<file path="src/rtl/bus_demux4.sv">
// bus_demux4: routes one load/store request to one of four targets (RAM, UART,
// GPIO, timer) using the top two address bits, returns the selected target's
// completion, and converts a silent target into a timeout error response.
// Only one transaction is outstanding at a time. Every output is driven from
// a flop, so no input has a combinational path to any output.
module bus_demux4 #(
  parameter int unsigned WIDTH   = 32,
  parameter int unsigned AW      = 32,
  parameter int unsigned TIMEOUT = 15
) (
  input  logic               clk,
  input  logic               reset,
  // initiator request
  input  logic               req_valid,
  output logic               req_ready,
  input  logic [AW-1:0]      req_addr,
  input  logic               req_we,
  input  logic [WIDTH-1:0]   req_wdata,
  input  logic [WIDTH/8-1:0] req_be,
  // target request side (payload shared, strobe one-hot)
  output logic [3:0]         t_valid,
  output logic [AW-1:0]      t_addr,
  output logic               t_we,
  output logic [WIDTH-1:0]   t_wdata,
  output logic [WIDTH/8-1:0] t_be,
  input  logic [3:0]         t_ready,
  // target completion side
  input  logic [3:0]         t_rvalid,
  input  logic [WIDTH-1:0]   t_rdata0,
  input  logic [WIDTH-1:0]   t_rdata1,
  input  logic [WIDTH-1:0]   t_rdata2,
  input  logic [WIDTH-1:0]   t_rdata3,
  // initiator response
  output logic               rsp_valid,
  output logic [WIDTH-1:0]   rsp_rdata,
  output logic               rsp_err,
  input  logic               rsp_ready
);

  localparam int unsigned BW = WIDTH / 8;
  localparam int unsigned CW = $clog2(TIMEOUT + 1);
  localparam logic [CW-1:0] CNT_LAST = CW'(TIMEOUT - 1);

  typedef enum logic [1:0] {
    IDLE = 2'd0,
    REQ  = 2'd1,
    WAIT = 2'd2,
    RESP = 2'd3
  } state_t;

  state_t           state_q, state_d;
  logic [CW-1:0]    cnt_q, cnt_d;
  logic [1:0]       sel_q, sel_d;

  logic [AW-1:0]    addr_d;
  logic             we_d;
  logic [WIDTH-1:0] wdata_d;
  logic [BW-1:0]    be_d;

  logic [3:0]       t_valid_d;
  logic             req_ready_d;
  logic             rsp_valid_d;
  logic [WIDTH-1:0] rsp_rdata_d;
  logic             rsp_err_d;

  logic [WIDTH-1:0] sel_rdata;
  logic             timeout;

  // Read data of the currently selected target.
  always_comb begin
    sel_rdata = '0;
    unique case (sel_q)
      2'd0:    sel_rdata = t_rdata0;
      2'd1:    sel_rdata = t_rdata1;
      2'd2:    sel_rdata = t_rdata2;
      default: sel_rdata = t_rdata3;
    endcase
  end

  // Last cycle the transaction may spend in REQ+WAIT.
  assign timeout = (cnt_q == CNT_LAST);

  // Next state, latched fields and next output values.
  always_comb begin
    state_d     = state_q;
    cnt_d       = cnt_q;
    sel_d       = sel_q;
    addr_d      = t_addr;
    we_d        = t_we;
    wdata_d     = t_wdata;
    be_d        = t_be;
    rsp_rdata_d = rsp_rdata;
    rsp_err_d   = rsp_err;
    t_valid_d   = 4'b0000;
    req_ready_d = 1'b0;
    rsp_valid_d = 1'b0;

    unique case (state_q)
      IDLE: begin
        // req_ready is a flop; acceptance follows exactly what was advertised
        if (req_ready && req_valid) begin
          state_d     = REQ;
          cnt_d       = '0;
          sel_d       = req_addr[AW-1 -: 2];
          addr_d      = req_addr;
          we_d        = req_we;
          wdata_d     = req_wdata;
          be_d        = req_be;
          rsp_rdata_d = '0;
          rsp_err_d   = 1'b0;
        end
      end
      REQ: begin
        cnt_d = cnt_q + CW'(1);
        // an accept landing in the timeout cycle is still reported as an error
        if (timeout) begin
          state_d     = RESP;
          rsp_err_d   = 1'b1;
          rsp_rdata_d = '0;
        end else if (t_ready[sel_q]) begin
          state_d = WAIT;
        end
      end
      WAIT: begin
        cnt_d = cnt_q + CW'(1);
        // completion takes priority over a coincident timeout
        if (t_rvalid[sel_q]) begin
          state_d     = RESP;
          rsp_err_d   = 1'b0;
          rsp_rdata_d = t_we ? '0 : sel_rdata;
        end else if (timeout) begin
          state_d     = RESP;
          rsp_err_d   = 1'b1;
          rsp_rdata_d = '0;
        end
      end
      RESP: begin
        if (rsp_ready) begin
          state_d = IDLE;
        end
      end
      default: begin
        state_d = IDLE;
      end
    endcase

    if (state_d == REQ) begin
      t_valid_d = 4'b0001 << sel_d;
    end
    req_ready_d = (state_d == IDLE);
    rsp_valid_d = (state_d == RESP);
  end

  // State, counter, latched fields and registered outputs.
  always_ff @(posedge clk or posedge reset) begin
    if (reset) begin
      state_q   <= IDLE;
      cnt_q     <= '0;
      sel_q     <= 2'd0;
      t_addr    <= '0;
      t_we      <= 1'b0;
      t_wdata   <= '0;
      t_be      <= '0;
      t_valid   <= 4'b0000;
      req_ready <= 1'b0;
      rsp_valid <= 1'b0;
      rsp_rdata <= '0;
      rsp_err   <= 1'b0;
    end else begin
      state_q   <= state_d;
      cnt_q     <= cnt_d;
      sel_q     <= sel_d;
      t_addr    <= addr_d;
      t_we      <= we_d;
      t_wdata   <= wdata_d;
      t_be      <= be_d;
      t_valid   <= t_valid_d;
      req_ready <= req_ready_d;
      rsp_valid <= rsp_valid_d;
      rsp_rdata <= rsp_rdata_d;
      rsp_err   <= rsp_err_d;
    end
  end

endmodule

</file>
<file path="config.mk">
export PLATFORM = sky130hd
export DESIGN_NAME = bus_demux4
export DESIGN_NICKNAME = d
export VERILOG_FILES = /design/src/rtl/bus_demux4.sv
export SDC_FILE = /design/constraint.sdc
export NUM_CORES = 1
export LEC_CHECK = 0
export ABC_AREA = 1
export BUFFER_PORTS_ARGS = -buffer_cell sky130_fd_sc_hd__buf_2
export CAP_MARGIN = 10
export CORE_MARGIN = 2
export CORE_UTILIZATION = 40
export CTS_CLUSTER_DIAMETER = 50
export DETAILED_ROUTE_END_ITERATION = 10
export GPL_ROUTABILITY_DRIVEN = 0
export HOLD_SLACK_MARGIN = 0.03
export PLACE_DENSITY = 0.74
export SYNTH_ARGS = -nofsm -noshare
export SYNTH_HDL_FRONTEND = slang
export SYNTH_SLANG_ARGS = --single-unit
</file>
<file path="constraint.sdc">
create_clock -name clk -period 3 [get_ports clk]
set_input_delay 0.15 -clock clk [delete_from_list [all_inputs] [get_ports clk]]
set_output_delay 0.15 -clock clk [all_outputs]
set_load 0.005 [all_outputs]
</file>
==> summary.md <==
* 632 uV — maximum VDD drop
* 43 — FP Rows
* sky130_fd_sc_hd__dfrtp_1 — dominant synthesized flop cell
* 790 ps — FF-to-FF setup slack
* 13700 um^2 — placeable core region
* 0 — Maximum Capacitance Violations
* 7.98 um^2 — Syn Area/Cell
* 0 — count of buffers added by post-CTS timing repair for setup
* 2900 um^2 — area occupied by registers
* 1147 — Filler Cell Count
* 0.00771 W — Final Total Pwr
* 116 — register bit total from synthesis
* 914 — post-synthesis net count
* 20.9 mm — WL final
* 13.6 mm — HPWL after DPL
* 316 — port buffer count
* 2500 ps — data arrival at the endpoint of the critical path
* 38.5 ps — Worst Hold Margin
* reg -> reg — critical setup path kind
* 420 ps — clock latency on the worst-skew pair
* 0.00446 W — internal power consumption
* 7.55 ps — Clock Skew
* sky130_fd_sc_hd__dfrtp_1 (52%), sky130_fd_sc_hd__nand2_1 (25%), sky130_fd_sc_hd__o2111ai_1 (5.0%) — top cells by area in the synthesized netlist
* 1.00 — fraction of registers with async set or reset after synthesis
* 6487 — total number of vias
* sky130_fd_sc_hd__nand2_1 — most instantiated library cell after synthesis
* 32 — CP max FO
* 0.202 — slew margin rel.
* 0 — count of endpoints failing setup in the final report
* sky130_fd_sc_hd__clkbuf_16 — CTS Root Buffer Type
* 1 — antenna violations before repair
* 0.737 — post-route fraction of the period consumed by the critical path
* 0 — max-slew violation total from the final report
* 14900 um^2 — Die Footprint
* 56.6% — growth of design area from synthesis to finish
* 1190 ps — Slew @ Worst Pin
* 16.3 um — per-cell routed wire length
* 6312 — via count of the first global-routing pass
* 0 — Final Hold Violating Endpoints
* 0.405 — initial core utilization
* 0 ps — final setup TNS
* 697 — Post-Synthesis Cells
* 885 nW/um^2 — power per unit of standard cell area
* 2210 ps — post-layout min period
* 0 — GRT overflow
* 8710 um^2 — Final Instance Area
* 0.422 — switching share of power
* built — CTS tree
* 5560 um^2 — netlist area before placement
* 0.00325 W — Switch Pwr
* 0.0927 — post-synthesis compound-gate area fraction
* sky130_fd_sc_hd__nand2_1 (374), sky130_fd_sc_hd__dfrtp_1 (116), sky130_fd_sc_hd__nand3_1 (36), sky130_fd_sc_hd__o21ai_0 (36), sky130_fd_sc_hd__o2111ai_1 (32) — top cell types by occurrence after synthesis
* 0 — proportion of synthesized area in mux cells
* 60 ps — clock slew at the register clock pins of the worst setup and hold paths
* finished clean — result of the run
* 464 — Initial DRC Count
* 27 — post-synthesis cell type count
* 1283 — final cell count without fillers
* 0 — number of routed nets with antenna violations
* simple AND/OR/NAND/NOR gates — main combinational cell family by area after synthesis
* 5.06 — number of vias per cell after detailed routing
* 0.0180 — synthesized-area fraction occupied by adder cells
* 2380 um^2 — multi-input combinational cell area
* 1306 — Post-layout nets
* 69 — maximum number of pins on one net before global-route repair
* 0 — number of remaining DRC errors
* 122 um — die height
* 0.313 — area fraction in and, or, nand and nor cells after synthesis
* 2 — maximum buffer depth of the clock tree
* 0.324 — sequential share of power
* flip-flop — crit path launch type
* 0 — YS warnings
* 0.522 — share of the synthesized area in the top cell type
* 7270 um^2 — standard cell area after detailed placement
* 4 — level count of the clock H-tree
* no — RSZ-0062 raised after global routing
* sky130_fd_sc_hd__dfrtp_1 — largest area contributor in the netlist
* 0.00157 — xor-xnor portion of the synthesized cell area
* in -> reg — Hold/Removal Path Class
* 0.276 — total routing usage reported by global routing
* 17 — total CTS buffers
* 0.254 — share of power burned in the clock network
* 0 — count of flip-flops with a built-in enable after synthesis
* 0.522 — sequential element share of the synthesized area
* 0.422 — Comb power frac
* 3290 ps — Req. time, crit path
* 5.00 nW — leakage power figure
* 116 — CTS Sinks
* 0.452 GHz — maximum clock rate
* 0.337 — share of final-layout standard cells stronger than drive strength 1
* flip-flop — sort of element at the end of the critical path
* 122 um — die width
* 5 — 1st-pass router iterations
* 31.3 mm — first-pass GRT wire length
* 1163 — Placed Cells incl. Taps
* 317 — Ports
[logic make-up after synthesis]
kind of cell,after synthesis
AO/OA/AOI/OAI,78
XOR/XNOR,1
adder cells (fa/ha/maj),8
buffers and inverters,58
flip-flops,116
AND/OR/NAND/NOR,436
[path summary, 6_finish.rpt]
check	from	to	depth (start not counted)
setup / recovery	sel_q[1]	rsp_rdata[14]	3
hold / removal	t_rdata3[23]	rsp_rdata[23]	3
setup reg to reg	sel_q[1]	rsp_rdata[14]	3
hold reg to reg	rsp_rdata[12]	rsp_rdata[12]	2
max in group asynchronous	reset	rsp_valid	4
min in group asynchronous	reset	rsp_rdata[22]	3
[stage by stage]
step           setup slack [ps]  utilization
2_1_floorplan              1370            -
3_3_place_gp                899        0.530
3_5_place_dp                870        0.530
4_1_cts                     874        0.635
5_1_grt                     647        0.635
6_report                    789        0.635
[state kept, by name (all words and copies together) (netlist names), 2 cells and up]
signal / count
cnt_q: 4
t_valid: 4
rsp_rdata: 32
sel_q: 2
t_wdata: 32
t_addr: 32
state_q: 2
t_be: 4
[power groups by stage]
stage / combinational (W) / clock, W / sequential (W)
6_report: 0.00326 / 0.00195 / 0.00250
3_3_place_gp: 0.00306 / 0 / 0.00248
2_1_floorplan: 0.00193 / 0 / 0.00247
4_1_cts: 0.00320 / 0.00199 / 0.00248
5_1_grt: 0.00361 / 0.00208 / 0.00256
3_5_place_dp: 0.00312 / 0 / 0.00248
[per-layer routing]
metal / global-route usage / part of all wire / vias to the layer above
met5: 0 / 0 / -
li1: - / - / 3032
met4: 0.171 / 0.053 / 0
met1: 0.310 / 0.35 / 2993
met2: 0.466 / 0.50 / 385
met3: 0.0758 / 0.098 / 77
[worst max-delay path, stage by stage, from the launching register on]
cell	delay, ps
sky130_fd_sc_hd__dfrtp_1	650
sky130_fd_sc_hd__nand2_1	810
sky130_fd_sc_hd__o2111ai_1	520
sky130_fd_sc_hd__nand2_1	90
[placed cells by master, fill, tap and decap left out, types with 3 or more instances in the layout]
| cell type | n |
|---|---|
| sky130_fd_sc_hd__nand2_1 | 374 |
| sky130_fd_sc_hd__buf_2 | 316 |
| sky130_fd_sc_hd__dfrtp_1 | 116 |
| sky130_fd_sc_hd__dlygate4sd3_1 | 87 |
| sky130_fd_sc_hd__o21ai_0 | 36 |
| sky130_fd_sc_hd__nand3_1 | 36 |
| sky130_fd_sc_hd__o2111ai_1 | 32 |
| sky130_fd_sc_hd__clkbuf_16 | 17 |
| sky130_fd_sc_hd__inv_1 | 15 |
| sky130_fd_sc_hd__nor2_1 | 12 |
| sky130_fd_sc_hd__a21oi_1 | 8 |
| sky130_fd_sc_hd__ha_1 | 8 |
| sky130_fd_sc_hd__inv_6 | 7 |
| sky130_fd_sc_hd__buf_4 | 6 |
| sky130_fd_sc_hd__clkinvlp_4 | 4 |
| sky130_fd_sc_hd__nor2_2 | 3 |
| sky130_fd_sc_hd__buf_12 | 3 |
[layout make-up]
class                   instances  share of cell area
clock buffers                  18              0.0493
inverters                      19             0.00862
diodes                          1            0.000287
flip-flops and latches        116               0.333
well taps                     180              0.0259
repair buffers                412               0.294
multi-input cells             523               0.273
clock inverters                14              0.0164
[what timing repair did]
item	4_1_cts	5_1_grt
gates resized for setup	0	0
endpoints found under the hold margin	121	0
hold buffers	87	0
(Power assumes the default switching activity.)
